File: config.mk
export PLATFORM = sky130hd
export DESIGN_NAME = mem_port_arbiter
export DESIGN_NICKNAME = d
export VERILOG_FILES = /design/src/rtl/mem_port_arbiter_pkg.sv /design/src/rtl/mem_arb_pick.sv /design/src/rtl/mem_port_arbiter.sv
export SDC_FILE = /design/constraint.sdc
export NUM_CORES = 1
export LEC_CHECK = 0
export ABC_CLOCK_PERIOD_IN_PS = 4440
export BUFFER_PORTS_ARGS = -buffer_cell sky130_fd_sc_hd__buf_2
export CAP_MARGIN = 20
export CORE_MARGIN = 2
export CORE_UTILIZATION = 26
export DETAILED_ROUTE_END_ITERATION = 10
export GPL_ROUTABILITY_DRIVEN = 0
export PLACE_DENSITY = 0.52
export SYNTH_ARGS = -nofsm -noshare
export SYNTH_HDL_FRONTEND = slang
export SYNTH_SLANG_ARGS = --single-unit
File: constraint.sdc
create_clock -name clk -period 4.44 [get_ports clk]
set_clock_uncertainty 0.05 [all_clocks]
set_input_delay 0.888 -clock clk [delete_from_list [all_inputs] [get_ports clk]]
set_output_delay 0.888 -clock clk [all_outputs]
set_load 0.05 [all_outputs]
File: src/rtl/mem_port_arbiter_pkg.sv
// Shared types and constants for the cached data memory port arbiter.
package mem_port_arbiter_pkg;

  // Arbiter sequencing states
  typedef enum logic [1:0] {
    IDLE  = 2'd0,
    ISSUE = 2'd1,
    CHECK = 2'd2,
    WAIT  = 2'd3
  } state_e;

  // Requester ids
  localparam logic PORT_CPU = 1'b0;
  localparam logic PORT_DBG = 1'b1;

  // sign_mask code for a full 32-bit word access
  localparam logic [3:0] SIGN_MASK_WORD = 4'b0111;

  // Control fields captured at grant and held for the whole access
  typedef struct packed {
    logic       id;
    logic       we;
    logic [3:0] sign_mask;
  } acc_ctrl_t;

endpackage

File: src/rtl/mem_arb_pick.sv
// Two-way grant selection for mem_port_arbiter.
// MEM_ARB_ROUND_ROBIN_EN: alternate between ports on contention using a
// last-winner pointer; otherwise port 0 has fixed priority.
module mem_arb_pick
  import mem_port_arbiter_pkg::*;
(
`ifdef MEM_ARB_ROUND_ROBIN_EN
  input  logic       clk,
  input  logic       rst_n,
`endif
  input  logic       en,
  input  logic [1:0] req,
  output logic [1:0] gnt_c,
  output logic       win_id_c
);

`ifdef MEM_ARB_ROUND_ROBIN_EN
  logic last_q;

  // Grant the port that did not win last when both request
  always_comb begin
    gnt_c = '0;
    if (en) begin
      if (req == 2'b11) begin
        gnt_c = last_q ? 2'b01 : 2'b10;
      end else begin
        gnt_c = req;
      end
    end
  end

  // Last-winner pointer; resets to port 1 so port 0 wins the first tie
  always_ff @(posedge clk or negedge rst_n) begin
    if (!rst_n) begin
      last_q <= PORT_DBG;
    end else if (|gnt_c) begin
      last_q <= gnt_c[1];
    end
  end
`else
  // Fixed priority, port 0 first
  always_comb begin
    gnt_c = '0;
    if (en) begin
      if (req[0]) begin
        gnt_c = 2'b01;
      end else if (req[1]) begin
        gnt_c = 2'b10;
      end
    end
  end
`endif

  assign win_id_c = gnt_c[1] ? PORT_DBG : PORT_CPU;

endmodule

File: src/rtl/mem_port_arbiter.sv
// Shares the cached data memory port between the CPU load/store unit
// (port 0) and the debug/DMA loader (port 1). One access at a time; the
// held access is re-issued after a cache refill so masters never see stall.
// Optional: MEM_ARB_ROUND_ROBIN_EN selects round-robin arbitration.
module mem_port_arbiter
  import mem_port_arbiter_pkg::*;
#(
  parameter int unsigned ADDR_W        = 14,
  parameter int unsigned DATA_W        = 32,
  parameter int unsigned STALL_TIMEOUT = 64
) (
  input  logic              clk,
  input  logic              rst_n,
  input  logic              r0_req,
  input  logic [ADDR_W-1:0] r0_addr,
  input  logic [DATA_W-1:0] r0_wdata,
  input  logic              r0_we,
  input  logic [3:0]        r0_sign_mask,
  input  logic              r1_req,
  input  logic [ADDR_W-1:0] r1_addr,
  input  logic [DATA_W-1:0] r1_wdata,
  input  logic              r1_we,
  input  logic [3:0]        r1_sign_mask,
  output logic              r0_gnt,
  output logic              r1_gnt,
  output logic              r0_rvalid,
  output logic              r1_rvalid,
  output logic [DATA_W-1:0] r0_rdata,
  output logic [DATA_W-1:0] r1_rdata,
  output logic [ADDR_W-1:0] mem_addr,
  output logic [DATA_W-1:0] mem_write_data,
  output logic              mem_memwrite,
  output logic              mem_memread,
  output logic [3:0]        mem_sign_mask,
  input  logic [DATA_W-1:0] mem_read_data,
  input  logic              mem_clk_stall,
  output logic              busy,
  output logic              owner,
  output logic              timeout_err
);

  localparam int unsigned CNT_W = $clog2(STALL_TIMEOUT + 1);

  state_e             state_q, state_d;
  logic [ADDR_W-1:0]  addr_q;
  logic [DATA_W-1:0]  wdata_q;
  acc_ctrl_t          ctrl_q;
  logic [CNT_W-1:0]   cnt_q;
  logic [1:0]         gnt_c;
  logic               win_id_c;
  logic               pick_en_c;
  logic               hit_c;

  // Grants only from IDLE and never while the cache is still stalled
  assign pick_en_c = (state_q == IDLE) && !mem_clk_stall;
  assign hit_c     = (state_q == CHECK) && !mem_clk_stall;

  mem_arb_pick u_pick (
`ifdef MEM_ARB_ROUND_ROBIN_EN
    .clk      (clk),
    .rst_n    (rst_n),
`endif
    .en       (pick_en_c),
    .req      ({r1_req, r0_req}),
    .gnt_c    (gnt_c),
    .win_id_c (win_id_c)
  );

  // State register
  always_ff @(posedge clk or negedge rst_n) begin
    if (!rst_n) begin
      state_q <= IDLE;
    end else begin
      state_q <= state_d;
    end
  end

  // Next state and cache strobes
  always_comb begin
    state_d      = state_q;
    mem_memread  = 1'b0;
    mem_memwrite = 1'b0;
    unique case (state_q)
      IDLE: begin
        if (|gnt_c) state_d = ISSUE;
      end
      ISSUE: begin
        mem_memread  = ~ctrl_q.we;
        mem_memwrite = ctrl_q.we;
        state_d      = CHECK;
      end
      CHECK: begin
        state_d = mem_clk_stall ? WAIT : IDLE;
      end
      WAIT: begin
        // Refill done: re-issue to the cache, which now holds the line
        if (!mem_clk_stall) begin
          mem_memread  = ~ctrl_q.we;
          mem_memwrite = ctrl_q.we;
          state_d      = CHECK;
        end
      end
      default: state_d = IDLE;
    endcase
  end

  // Request capture, completion data and stall watchdog
  always_ff @(posedge clk or negedge rst_n) begin
    if (!rst_n) begin
      addr_q      <= '0;
      wdata_q     <= '0;
      ctrl_q      <= '0;
      cnt_q       <= '0;
      timeout_err <= 1'b0;
      r0_rvalid   <= 1'b0;
      r1_rvalid   <= 1'b0;
      r0_rdata    <= '0;
      r1_rdata    <= '0;
    end else begin
      r0_rvalid <= 1'b0;
      r1_rvalid <= 1'b0;
      if (|gnt_c) begin
        addr_q           <= win_id_c ? r1_addr : r0_addr;
        wdata_q          <= win_id_c ? r1_wdata : r0_wdata;
        ctrl_q.id        <= win_id_c;
        ctrl_q.we        <= win_id_c ? r1_we : r0_we;
        ctrl_q.sign_mask <= win_id_c ? r1_sign_mask : r0_sign_mask;
        cnt_q            <= '0;
      end
      if (hit_c) begin
        if (ctrl_q.id == PORT_DBG) begin
          r1_rvalid <= 1'b1;
          r1_rdata  <= ctrl_q.we ? '0 : mem_read_data;
        end else begin
          r0_rvalid <= 1'b1;
          r0_rdata  <= ctrl_q.we ? '0 : mem_read_data;
        end
      end
      // Watchdog only flags; the access keeps waiting for the cache
      if ((state_q == WAIT) && mem_clk_stall) begin
        if (cnt_q != CNT_W'(STALL_TIMEOUT)) cnt_q <= cnt_q + CNT_W'(1);
        if (cnt_q >= CNT_W'(STALL_TIMEOUT - 1)) timeout_err <= 1'b1;
      end
    end
  end

  assign r0_gnt         = gnt_c[0];
  assign r1_gnt         = gnt_c[1];
  assign mem_addr       = addr_q;
  assign mem_write_data = wdata_q;
  assign mem_sign_mask  = ctrl_q.sign_mask;
  assign owner          = ctrl_q.id;
  assign busy           = (state_q != IDLE);

endmodule
; ---- Word-level counts from Yosys, hierarchy flattened
; Index checks and enable logic that the tools add are counted.
[word_totals]
reg_bits = 128
in_bits = 139
output_inout_bits = 123
elab_cells = 57
[classes]
addsub = 1
order_cmp = 1
eq_ne = 6
mux = 24
bitwise_logic = 2
n_reduce_logical = 11
[op_table]
columns = op, count
row1 = two-way mux 32 bit, 2
row2 = two-way mux 7 bit, 3
row3 = two-way mux 14 bit, 1
row4 = two-way mux 2 bit, 6
row5 = two-way mux 1 bit, 8
row6 = one-hot mux 2 bit (4 select lines), 1
row7 = AND reduction 2 bit, 4
row8 = adder 7 x 1 -> 7 bit (second input constant), 1
row9 = greater-or-equal comparator 7 x 6 -> 1 bit (second input constant), 1
row10 = != test 7 bit (second input constant), 1
row11 = equality test 2 bit (second input constant), 2
row12 = two-way mux 4 bit, 1
row13 = one-hot mux 1 bit (2 select lines), 2
row14 = logical AND 1 bit, 3
row15 = equality test 2 x 1 -> 1 bit (second input constant), 1
row16 = logical NOT 2 bit, 1
row17 = != test 2 x 1 -> 1 bit (second input constant), 1
row18 = != test 2 bit (second input constant), 1
row19 = inverter 1 bit, 2
row20 = nonzero test 2 bit, 1
row21 = OR reduction 2 bit, 1
row22 = logical NOT 1 bit, 1

; ---- Longest topological paths before layout
; Gate-level depths: netlist of the first run.
[logic_depth]
ltp_word = 7
mapped_depth = 7

; ---- Cells and area by module
; Synthesis of the first run repeated with hierarchy kept, for this count alone.
[hier_totals]
hier_cells = 541
area_unflattened_um2 = 5482.8
[modules_own_cells]
columns = module, instances, cells_each, area_per_inst_um2
row1 = mem_port_arbiter, 1, 538, 5459.0
row2 = mem_arb_pick, 1, 3, 23.8

; ---- Worst setup path before layout of the first run
; OpenSTA, ideal clock, no wires.
[synth_path]
kind = input to output
from = input port mem_clk_stall
to = output port mem_memread
t_arrival_ns = 1.684
required_ns = 3.502
path_slack_ns = 1.818
path_stages = 3
path_cell_list = nand2_1 nand2_1 nor2_1
[synth_between]
elab_chain_cells = 2
[synth_lines]
columns = element, line_no
row1 = start: declaration, mem_port_arbiter.sv:36  ; input logic mem_clk_stall,
row2 = two-way mux 1 bit, mem_port_arbiter.sv:97  ; if (!mem_clk_stall) begin
row3 = one-hot mux 1 bit (2 select lines), mem_port_arbiter.sv:83  ; unique case (state_q)
row4 = end: declaration, mem_port_arbiter.sv:33  ; output logic mem_memread,
; No other way between the ends.

; ---- Worst setup path in the final report of the first run
[layout_path]
from = input port mem_clk_stall
to = output port r1_gnt
[layout_between]
elab_chain_cells = 3
[layout_lines]
columns = element, line_no
row1 = logical NOT 1 bit, n/a
row2 = logical AND 1 bit, mem_port_arbiter.sv:55  ; assign pick_en_c = (state_q == IDLE) && !mem_clk_stall;
row3 = two-way mux 2 bit, mem_arb_pick.sv:44  ; if (en) begin
row4 = end: declaration, mem_port_arbiter.sv:25  ; output logic r1_gnt,
; No other way between the ends.

==> results of run 1 <==
per-stage QoR:
stage | hold WS (ps) | std cells
4_1_cts | 419 | 1072
3_5_place_dp | 402 | 1040
3_3_place_gp | 394 | 1040
2_1_floorplan | 401 | 540
6_report | 416 | 1072
5_1_grt | 445 | 1072
logic make-up (layout without fill, tap and decap cells):
kind of cell	after synthesis	count (layout)	synth area share (%)
AOI/OAI and AO/OA	130	130	15.3
buffers and inverters	45	307	3.86
adders and majority gates	2	2	0.474
and+or+nand+nor	235	235	19.6
DFF	128	128	60.7
metal layers:
metal	vias to the layer above	global-route usage, %
met5	-	0
met4	0	5.44
met3	21	4.66
met2	208	22.4
met1	2171	19.3
li1	2319	-
how the worst max path moves through the flow:
stage / end / cells after the start / from
2_1_floorplan: mem_memread / 3 / mem_clk_stall
3_3_place_gp: r1_gnt / 5 / mem_clk_stall
3_5_place_dp: r1_gnt / 5 / mem_clk_stall
4_1_cts: r1_gnt / 5 / mem_clk_stall
5_1_grt: r1_gnt / 5 / mem_clk_stall
6_report: r1_gnt / 5 / mem_clk_stall
sequential cells by signal, summed over array words and instances (netlist names):
register,count
mem_addr,14
r0_rdata,32
owner,1
r0_rvalid,1
cnt_q,7
r1_rdata,32
mem_sign_mask,4
r1_rvalid,1
timeout_err,1
state_q,2
ctrl_q,1
mem_write_data,32
cell type report:
type / instances / area, um2 / share of cell area (%)
clock buffers: 17 / 425 / 5.72
clock inverters: 15 / 175 / 2.36
inverters: 7 / 26.3 / 0.353
multi-input cells: 367 / 1890 / 25.5
flip-flops and latches: 128 / 3200 / 43.1
well taps: 270 / 338 / 4.54
repair buffers: 268 / 1370 / 18.5
power by group:
| group | internal (mW) | leakage (nW) | total [mW] | switching, mW |
|---|---|---|---|---|
| clock | 0.847 | 0.286 | 1.43 | 0.582 |
| combinational | 0.727 | 2.03 | 3.23 | 2.51 |
| sequential | 1.68 | 1.64 | 1.97 | 0.293 |
worst register-to-register path, stage by stage, from the launching register on:
cell,delay (ps)
sky130_fd_sc_hd__dfrtp_1,440
sky130_fd_sc_hd__nor3_1,470
sky130_fd_sc_hd__nand3_1,290
sky130_fd_sc_hd__clkinv_1,160
sky130_fd_sc_hd__buf_4,490
sky130_fd_sc_hd__a22oi_1,210
sky130_fd_sc_hd__nand2_1,90
layout by cell type, fill, tap and decap left out, types with 3 or more instances in the layout:
| cell type | Yosys | layout |
|---|---|---|
| sky130_fd_sc_hd__o21ai_0 | 69 | 69 |
| sky130_fd_sc_hd__buf_4 | 4 | 7 |
| sky130_fd_sc_hd__inv_6 | 0 | 6 |
| sky130_fd_sc_hd__nand3_1 | 14 | 13 |
| sky130_fd_sc_hd__buf_2 | 10 | 260 |
| sky130_fd_sc_hd__dfrtp_1 | 128 | 128 |
| sky130_fd_sc_hd__clkinvlp_4 | 0 | 3 |
| sky130_fd_sc_hd__clkbuf_16 | 0 | 17 |
| sky130_fd_sc_hd__nand2b_1 | 35 | 35 |
| sky130_fd_sc_hd__nand2_1 | 170 | 170 |
| sky130_fd_sc_hd__a22oi_1 | 49 | 49 |
| sky130_fd_sc_hd__nor2_1 | 3 | 3 |
| sky130_fd_sc_hd__inv_1 | 6 | 6 |
==> results.cfg, run 1 <==
[run_status]
run_status = finished, final reports clean

[final_layout]
design_area_um2 = 7440
antenna_cells = 0
final_layout_size_suffix_gt1_share_pct = 38.9
nFillCells = 2079
nets = 930
area.growth.synth_to_final_pct = 40.9
utilization_pct = 37.0

[sta]
setup-tns-final_ps = 0
final_hold_vios = 0
fmaxAchievable_mhz = 322
slew_viol_final = 0
finalCritPeriodShare_pct = 70.0
max_slew_margin_pct = 38.1
setup_viol = 0
worst_slack_ps = 1330
rsz0062_at_grt = false
post-route-min-period_ps = 3110
worst-slew-pin-transition_ps = 929

[grt]
groute.usage.overall_pct = 14.6
gr-total-overflow = 0
antenna_found_initial = 0
grt_pass1_vias = 4706
grt_start_max_net_pins = 71
grt_first_pass_wirelength_mm = 24.7

[cts]
cts_made_buffers = 17
numClockSinks = 128
cts_tree = done
cts_repair_resize_count = 0
cts-root-buf = sky130_fd_sc_hd__clkbuf_16
holdBufCountCts = 0
cts-htree-levels = 4
cts_max_path_buffers = 2
cts.repair_timing.setup_buffer_count = 0
clk_pin_slew_worst_paths_ps = 60
clkLatencyLatePin_ps = 410

[floorplan]
die_span_y_um = 146
die_x_um = 146
num_io_pins = 262
core_area_um2 = 20100
floorplan.die_area_um2 = 21500
row_count = 52
initial_core_util_pct = 26.3

[power]
cellLeakagePower_nw = 3.95
power_density_nw_per_um2 = 892
ir_drop_mv = 0.390
power.total_mw = 6.63

[detailed_routing]
initial_drc_count = 171
drt.antenna.violating_nets = 0
wire_length_reported_by_the_detailed_router_mm = 15.5
firstDrtPassIters = 4
met1Wirelength_mm = 7.16
remaining_drcs = 0
met3WireLength_mm = 1.24
vias = 4719
wirelength_per_cell_um = 14.4
drt-vias-per-instance = 4.40
highest_signal_layer_in_the_routed_design = met4
wire_length_on_met2_mm = 6.78

[synth]
synth_cells = 540
seq_area_frac_synth_pct = 60.7
synth_commonest_cells = sky130_fd_sc_hd__nand2_1 (170), sky130_fd_sc_hd__dfrtp_1 (128), sky130_fd_sc_hd__o21ai_0 (69)
yosys.area.top_type = sky130_fd_sc_hd__dfrtp_1
synthesis.yosys.warnings = 0
synth_ff_type = sky130_fd_sc_hd__dfrtp_1
synth.net_count = 681
synth_area_per_cell_um2 = 9.78
netlist_area_um2 = 5280
ys_ff_latch = 128
async_flop_share_pct = 100
synth_cell_type_count = 31
yosys.area.top_type_share_pct = 60.7
yosys.cell_count.top_type = sky130_fd_sc_hd__nand2_1
synthTopCellsByArea = sky130_fd_sc_hd__dfrtp_1 (61%), sky130_fd_sc_hd__nand2_1 (12%), sky130_fd_sc_hd__a22oi_1 (7.0%)
synth-edff-count = 0

[worst_hold_path]
hold_path_startpoint = timeout_err
hold-path-cell-count = 1
worst_min_delay_path_endpoint = timeout_err
worst_hold_path_type = reg -> reg

[critical_path]
end_kind = output pin
cpMaxStageDelayCell = sky130_fd_sc_hd__nor3_1
worstPathArrival_ps = 2170
crit_chain = buf_2, nor3_1, nand3_1, clkinv_1, buf_2
critical_path.most_common_cell = sky130_fd_sc_hd__buf_2
critPathTopFamily = simple AND/OR/NAND/NOR gates
r2r_start = state_q[1]
critical-path-max-stage-delay_ps = 400
timing.critical_path.fanout_max = 6
reg2reg_to = mem_addr[13]
worst_setup_path_class = in -> out
kind_of_launch_point_of_the_worst_setup_path = input pin
reg2regPathDepth = 6
required_ps = 3500
critPathBufInv = 3
setup.reg_to_reg.worst_slack_ps = 2170

[placement]
place_ws_ps = 1270
io_buffer_count = 261
dpl.hpwl_mm = 10.6
dpl-instance-area_um2 = 6840

[job]
maxCapViolCount = 0
Power figures use the tool's default switching activity.
==> run 2: changes to the inputs <==
--- a/config.mk
+++ b/config.mk
@@ -5,7 +5,7 @@
 export SDC_FILE = /design/constraint.sdc
 export NUM_CORES = 1
 export LEC_CHECK = 0
-export ABC_CLOCK_PERIOD_IN_PS = 4440
+export ABC_CLOCK_PERIOD_IN_PS = 2900
 export BUFFER_PORTS_ARGS = -buffer_cell sky130_fd_sc_hd__buf_2
 export CAP_MARGIN = 20
 export CORE_MARGIN = 2
==> constraint.sdc (replaced) <==
create_clock -name clk -period 2.9 [get_ports clk]
set_clock_uncertainty 0.05 [all_clocks]
set_input_delay 0.58 -clock clk [delete_from_list [all_inputs] [get_ports clk]]
set_output_delay 0.58 -clock clk [all_outputs]
set_load 0.05 [all_outputs]
==> run 2 against run 1 <==
Compared with the run above: flip-flop and latch count stayed put; first-iteration DRC count is 14% lower; non-clock buffer count is 2 higher; largest power group unchanged.
==> results.cfg, run 2 (synthesis results as in run 1) <==
[final_layout]
most-common-layout-cells = sky130_fd_sc_hd__buf_2 (260), sky130_fd_sc_hd__nand2_1 (170), sky130_fd_sc_hd__dfrtp_1 (128)
layout_commonest_cell = sky130_fd_sc_hd__buf_2
area.growth.synth_to_final_pct = 40.9
antenna_cells = 0
final_layout_size_suffix_gt1_share_pct = 39.1
design_area_um2 = 7440
stdcell_count = 1074
nets = 932

[placement]
dpl.hpwl_mm = 10.7
placed_cells_incl_taps = 1042
io_buffer_count = 261
place_ws_ps = 658
dpl-instance-area_um2 = 6880

[power]
switching_share_pct = 51.9
power_report.internal_total_mw = 4.83
clock_power_share_pct = 20.5
power.sequential.fraction_pct = 29.9
power.switching_mw = 5.22
ir_drop_mv = 0.663
power.share.combinational_pct = 49.6
cellLeakagePower_nw = 3.96
power_density_nw_per_um2 = 1350

[detailed_routing]
vias = 4678
drt.antenna.violating_nets = 0
wire_length_reported_by_the_detailed_router_mm = 15.4
drt-vias-per-instance = 4.36
firstDrtPassIters = 4
initial_drc_count = 147
remaining_drcs = 0
wirelength_per_cell_um = 14.3

[cts]
clkLatencyLatePin_ps = 410
cts-root-buf = sky130_fd_sc_hd__clkbuf_16
holdBufCountCts = 0
cts_repair_resize_count = 0
cts-htree-levels = 4
cts_made_buffers = 17
clk_pin_slew_worst_paths_ps = 70
cts_max_path_buffers = 2
cts.repair_timing.setup_buffer_count = 0
cts_tree = done
numClockSinks = 128

[sta]
setup_viol = 0
final_hold_vios = 0
worst_slack_ps = 476
worst-slew-pin-transition_ps = 591
fmaxAchievable_mhz = 413
max_slew_margin_pct = 60.6
post-route-min-period_ps = 2420
finalCritPeriodShare_pct = 83.6
slew_viol_final = 0
rsz0062_at_grt = false
setup-tns-final_ps = 0

[grt]
gr-total-overflow = 0
grt_pass1_vias = 4664
grt_first_pass_wirelength_mm = 24.7
groute.usage.overall_pct = 14.5
antenna_found_initial = 0
grt_start_max_net_pins = 66

[critical_path]
setup.reg_to_reg.worst_slack_ps = 930
worstPathArrival_ps = 1790
kind_of_launch_point_of_the_worst_setup_path = flop
worst_setup_path_class = reg -> out
required_ps = 2270
end_kind = output pin
reg2regPathDepth = 7
timing.critical_path.fanout_max = 7
r2r_start = state_q[1]
reg2reg_to = mem_write_data[26]

[job]
maxCapViolCount = 0

[floorplan]
initial_core_util_pct = 26.3
core_area_um2 = 20100
floorplan.die_area_um2 = 21500
die_x_um = 146
num_io_pins = 262
die_span_y_um = 146
row_count = 52

[worst_hold_path]
worst_hold_path_type = in -> async

[run_status]
run_status = finished, final reports clean
run 2: cell types whose count changed in the layout (fill, tap and decap cells not counted), sizes merged:
cell    before  now
inv         14   17
buf        268  270
bufinv       2    0
clkinv       3    2
run 2: layout make-up:
cell class / instances / area [um2]
clock buffer: 17 / 425
clock inverter: 15 / 138
fill: 2062 / 12700
inverter: 7 / 26.3
multi-input combinational: 367 / 1890
sequential: 128 / 3200
tap: 270 / 338
timing repair buffer: 270 / 1410
run 2: metrics by stage:
stage	hold WS (ps)	util, %	total power, mW
floorplan	234	-	6.77
global placement	407	34.2	8.04
detailed placement	415	34.2	8.06
CTS	73.2	37.0	10.2
global route	90.2	37.0	10.6
finish	84.9	37.0	10.0
run 2: worst max-delay path: stages (launching register included):
cell and delay [ps]:
sky130_fd_sc_hd__dfrtp_1 440, sky130_fd_sc_hd__nor3_1 220, sky130_fd_sc_hd__buf_4 160, sky130_fd_sc_hd__nand3_1 130, sky130_fd_sc_hd__clkinv_1 120, sky130_fd_sc_hd__buf_2 300
run 2: metal layers:
| layer | GRT usage (%) | part of all wire [%] | routed length, um |
|---|---|---|---|
| met1 | 19.6 | 46 | 7150 |
| met2 | 22.0 | 44 | 6840 |
| met3 | 5.22 | 7.8 | 1200 |
| met4 | 4.17 | 1.2 | 184 |
| met5 | 0 | 0 | 0 |
run 2: power groups by stage:
stage,registers [mW],clock network (mW),logic (mW)
final,3.00,2.06,4.98
after global routing,3.11,2.23,5.29
after CTS,3.01,2.14,5.04
after detailed placement,3.01,0,5.05
after global placement,3.02,0,5.01
after floorplan,5.57,0,1.20
run 2: worst max-delay path by stage:
stage	startpoint	end	slack, ps	depth (start not counted)
floorplan	state_q[1]	r0_gnt	810	3
global placement	mem_clk_stall	r1_gnt	670	6
detailed placement	mem_clk_stall	r1_gnt	660	6
CTS	state_q[1]	r1_gnt	410	5
global route	state_q[1]	r1_gnt	310	5
finish	state_q[1]	r1_gnt	480	5
==> run 3: changes to the inputs <==
--- a/config.mk
+++ b/config.mk
@@ -5,14 +5,15 @@
 export SDC_FILE = /design/constraint.sdc
 export NUM_CORES = 1
 export LEC_CHECK = 0
-export ABC_CLOCK_PERIOD_IN_PS = 2900
+export ABC_AREA = 1
+export ABC_CLOCK_PERIOD_IN_PS = 2200
 export BUFFER_PORTS_ARGS = -buffer_cell sky130_fd_sc_hd__buf_2
 export CAP_MARGIN = 20
 export CORE_MARGIN = 2
 export CORE_UTILIZATION = 26
 export DETAILED_ROUTE_END_ITERATION = 10
 export GPL_ROUTABILITY_DRIVEN = 0
-export PLACE_DENSITY = 0.52
+export PLACE_DENSITY = 0.53
 export SYNTH_ARGS = -nofsm -noshare
 export SYNTH_HDL_FRONTEND = slang
 export SYNTH_SLANG_ARGS = --single-unit
==> constraint.sdc (replaced) <==
create_clock -name clk -period 2.2 [get_ports clk]
set_clock_uncertainty 0.05 [all_clocks]
set_input_delay 0.44 -clock clk [delete_from_list [all_inputs] [get_ports clk]]
set_output_delay 0.44 -clock clk [all_outputs]
set_load 0.05 [all_outputs]
==> run 3 against run 2 <==
Compared with the run above: count of clock-buffer cells in the layout up 2; via count up 17%; setup slack worse by 340 ps; utilization down 0.33 points; die area up 9.2%; synthesized cell count up 33%; final area up 7.6%; hold slack better by 100 ps; sequential power up 29%; first-iteration DRC count up 60%; area after synthesis up 9.5%; register-to-register slack worse by 400 ps; critical endpoint unchanged; largest cell class unchanged.
==> results.cfg, run 3 <==
[cts]
cts_made_buffers = 17
cts_max_path_buffers = 2
cts_repair_resize_count = 0
numClockSinks = 128
cts-root-buf = sky130_fd_sc_hd__clkbuf_16
clkLatencyLatePin_ps = 410
cts_tree = done
cts-htree-levels = 4
clk_pin_slew_worst_paths_ps = 60

[grt]
use_met3_pct = 6.38
antenna_found_initial = 2
grt_pass1_vias = 5578
groute.usage.overall_pct = 16.1
grtUsageMet2_pct = 24.7
grt_peak_use_layer = met2
grt_use_met1_pct = 21.2
gr-total-overflow = 0
grt_start_max_net_pins = 69
grt_first_pass_wirelength_mm = 29.8

[floorplan]
row_count = 54
die_span_y_um = 153
core_area_um2 = 21800
die_x_um = 153
floorplan.die_area_um2 = 23400
num_io_pins = 262
initial_core_util_pct = 26.5

[critical_path]
timing.critical_path.fanout_max = 4
worst_setup_path_class = reg -> out
reg2regPathDepth = 5
r2r_start = owner
kind_of_launch_point_of_the_worst_setup_path = flop
setup.reg_to_reg.worst_slack_ps = 530
crit_path_start = state_q[1]
reg2reg_to = r0_rdata[30]
worstPathArrival_ps = 1570
required_ps = 1710
endpoint = r1_gnt
end_kind = output pin

[final_layout]
final_layout_size_suffix_gt1_share_pct = 32.9
area.sequential_um2 = 3200
nets = 1115
multiInputGateArea_um2 = 2150
most-common-layout-cells = sky130_fd_sc_hd__nand2_1 (307), sky130_fd_sc_hd__buf_2 (260), sky130_fd_sc_hd__dfrtp_1 (128)
layout_commonest_cell = sky130_fd_sc_hd__nand2_1
nFillCells = 2346
area.growth.synth_to_final_pct = 38.4

[sta]
finalCritPeriodShare_pct = 93.6
setup-tns-final_ps = 0
post-route-min-period_ps = 2060
setup_viol = 0
rsz0062_at_grt = false
max_slew_margin_pct = 62.8
worst-slew-pin-transition_ps = 555
fmaxAchievable_mhz = 485
worst_slack_ps = 140
slew_viol_final = 0
final_hold_vios = 0

[synth]
synth-edff-count = 0
netlist_area_um2 = 5780
yosys.cell_count.top_type = sky130_fd_sc_hd__nand2_1
seq_area_frac_synth_pct = 55.4
synth_cell_type_count = 28
yosys.area.top_type_share_pct = 55.4
synthesis.yosys.warnings = 0
synth_commonest_cells = sky130_fd_sc_hd__nand2_1 (307), sky130_fd_sc_hd__dfrtp_1 (128), sky130_fd_sc_hd__nand3_1 (62)
yosys.area.top_type = sky130_fd_sc_hd__dfrtp_1
synth.net_count = 859
synthTopCellsByArea = sky130_fd_sc_hd__dfrtp_1 (55%), sky130_fd_sc_hd__nand2_1 (20%), sky130_fd_sc_hd__nand3_1 (5.4%)
synth_ff_type = sky130_fd_sc_hd__dfrtp_1
synth_area_per_cell_um2 = 8.05
synth_cells = 718
ys_ff_latch = 128
async_flop_share_pct = 100

[run_status]
run_status = finished, final reports clean

[power]
power_density_nw_per_um2 = 1650
cellLeakagePower_nw = 4.55
ir_drop_mv = 0.734
power.total_mw = 13.2

[detailed_routing]
drt.antenna.violating_nets = 0
wirelength_per_cell_um = 14.6
wire_length_reported_by_the_detailed_router_mm = 18.5
initial_drc_count = 235
firstDrtPassIters = 4
remaining_drcs = 0
drt-vias-per-instance = 4.31
vias = 5465

[placement]
io_buffer_count = 261
place_ws_ps = 374
dpl.hpwl_mm = 13.4

[worst_hold_path]
worst_hold_path_type = in -> reg
hold-path-cell-count = 3

[job]
maxCapViolCount = 0
run 3: layout make-up:
| class | instances | share of cell area, % |
|---|---|---|
| diodes | 1 | 0.0313 |
| flip-flops and latches | 128 | 40.0 |
| inverters | 51 | 2.39 |
| well taps | 280 | 4.38 |
| clock inverters | 12 | 1.97 |
| multi-input cells | 496 | 26.8 |
| clock buffers | 19 | 5.66 |
| repair buffers | 280 | 18.7 |
run 3: how the worst min path moves through the flow:
stage,start,slack [ps],end
finish,r0_addr[2],190,mem_addr[2]
global route,r1_addr[11],170,mem_addr[11]
CTS,r0_addr[2],160,mem_addr[2]
detailed placement,rst_n,310,cnt_q[6]
global placement,rst_n,310,cnt_q[6]
floorplan,rst_n,90,cnt_q[0]
run 3: logic make-up (layout without fill, tap and decap cells):
logic type / after synthesis / after routing / share of synthesized area (%)
adders and majority gates: 2 / 2 / 0.433
and+or+nand+nor: 422 / 422 / 30.0
AOI/OAI and AO/OA: 70 / 70 / 6.21
DFF: 128 / 128 / 55.4
buffers and inverters: 94 / 362 / 7.64
xor gates and xnor gates: 2 / 2 / 0.303
other: 0 / 1 / 0
run 3: report_power, final:
| part | internal [mW] | switching, mW | total [mW] |
|---|---|---|---|
| Combinational | 1.34 | 5.08 | 6.41 |
| Sequential | 3.31 | 0.554 | 3.86 |
| Clock | 1.84 | 1.09 | 2.93 |
run 3: per-stage QoR:
stage	util [%]	hold slack (ps)	cell area [um2]	cells
6_report	36.7	190	8000	1267
3_5_place_dp	33.8	312	7380	1234
2_1_floorplan	-	94.4	5780	718
4_1_cts	36.7	163	8000	1266
5_1_grt	36.7	172	8000	1266
3_3_place_gp	33.8	313	7380	1234
run 3: routing by layer:
layer	share of wire, %	vias up
met4	0.78	2
met3	9.7	9
met5	0.070	-
met2	44	208
li1	-	2737
met1	45	2509
run 3: what timing repair did:
item                      4_1_cts  5_1_grt
hold buffers                    1        0
setup buffers                   0        0
hold endpoints to repair       33        0
run 3: critical path: stages, from the launching register on:
cell and delay, ps:
sky130_fd_sc_hd__dfrtp_1 430, sky130_fd_sc_hd__nor2_4 180, sky130_fd_sc_hd__nand2_4 120, sky130_fd_sc_hd__nor2_8 150
sky130_fd_sc_hd__buf_2 280
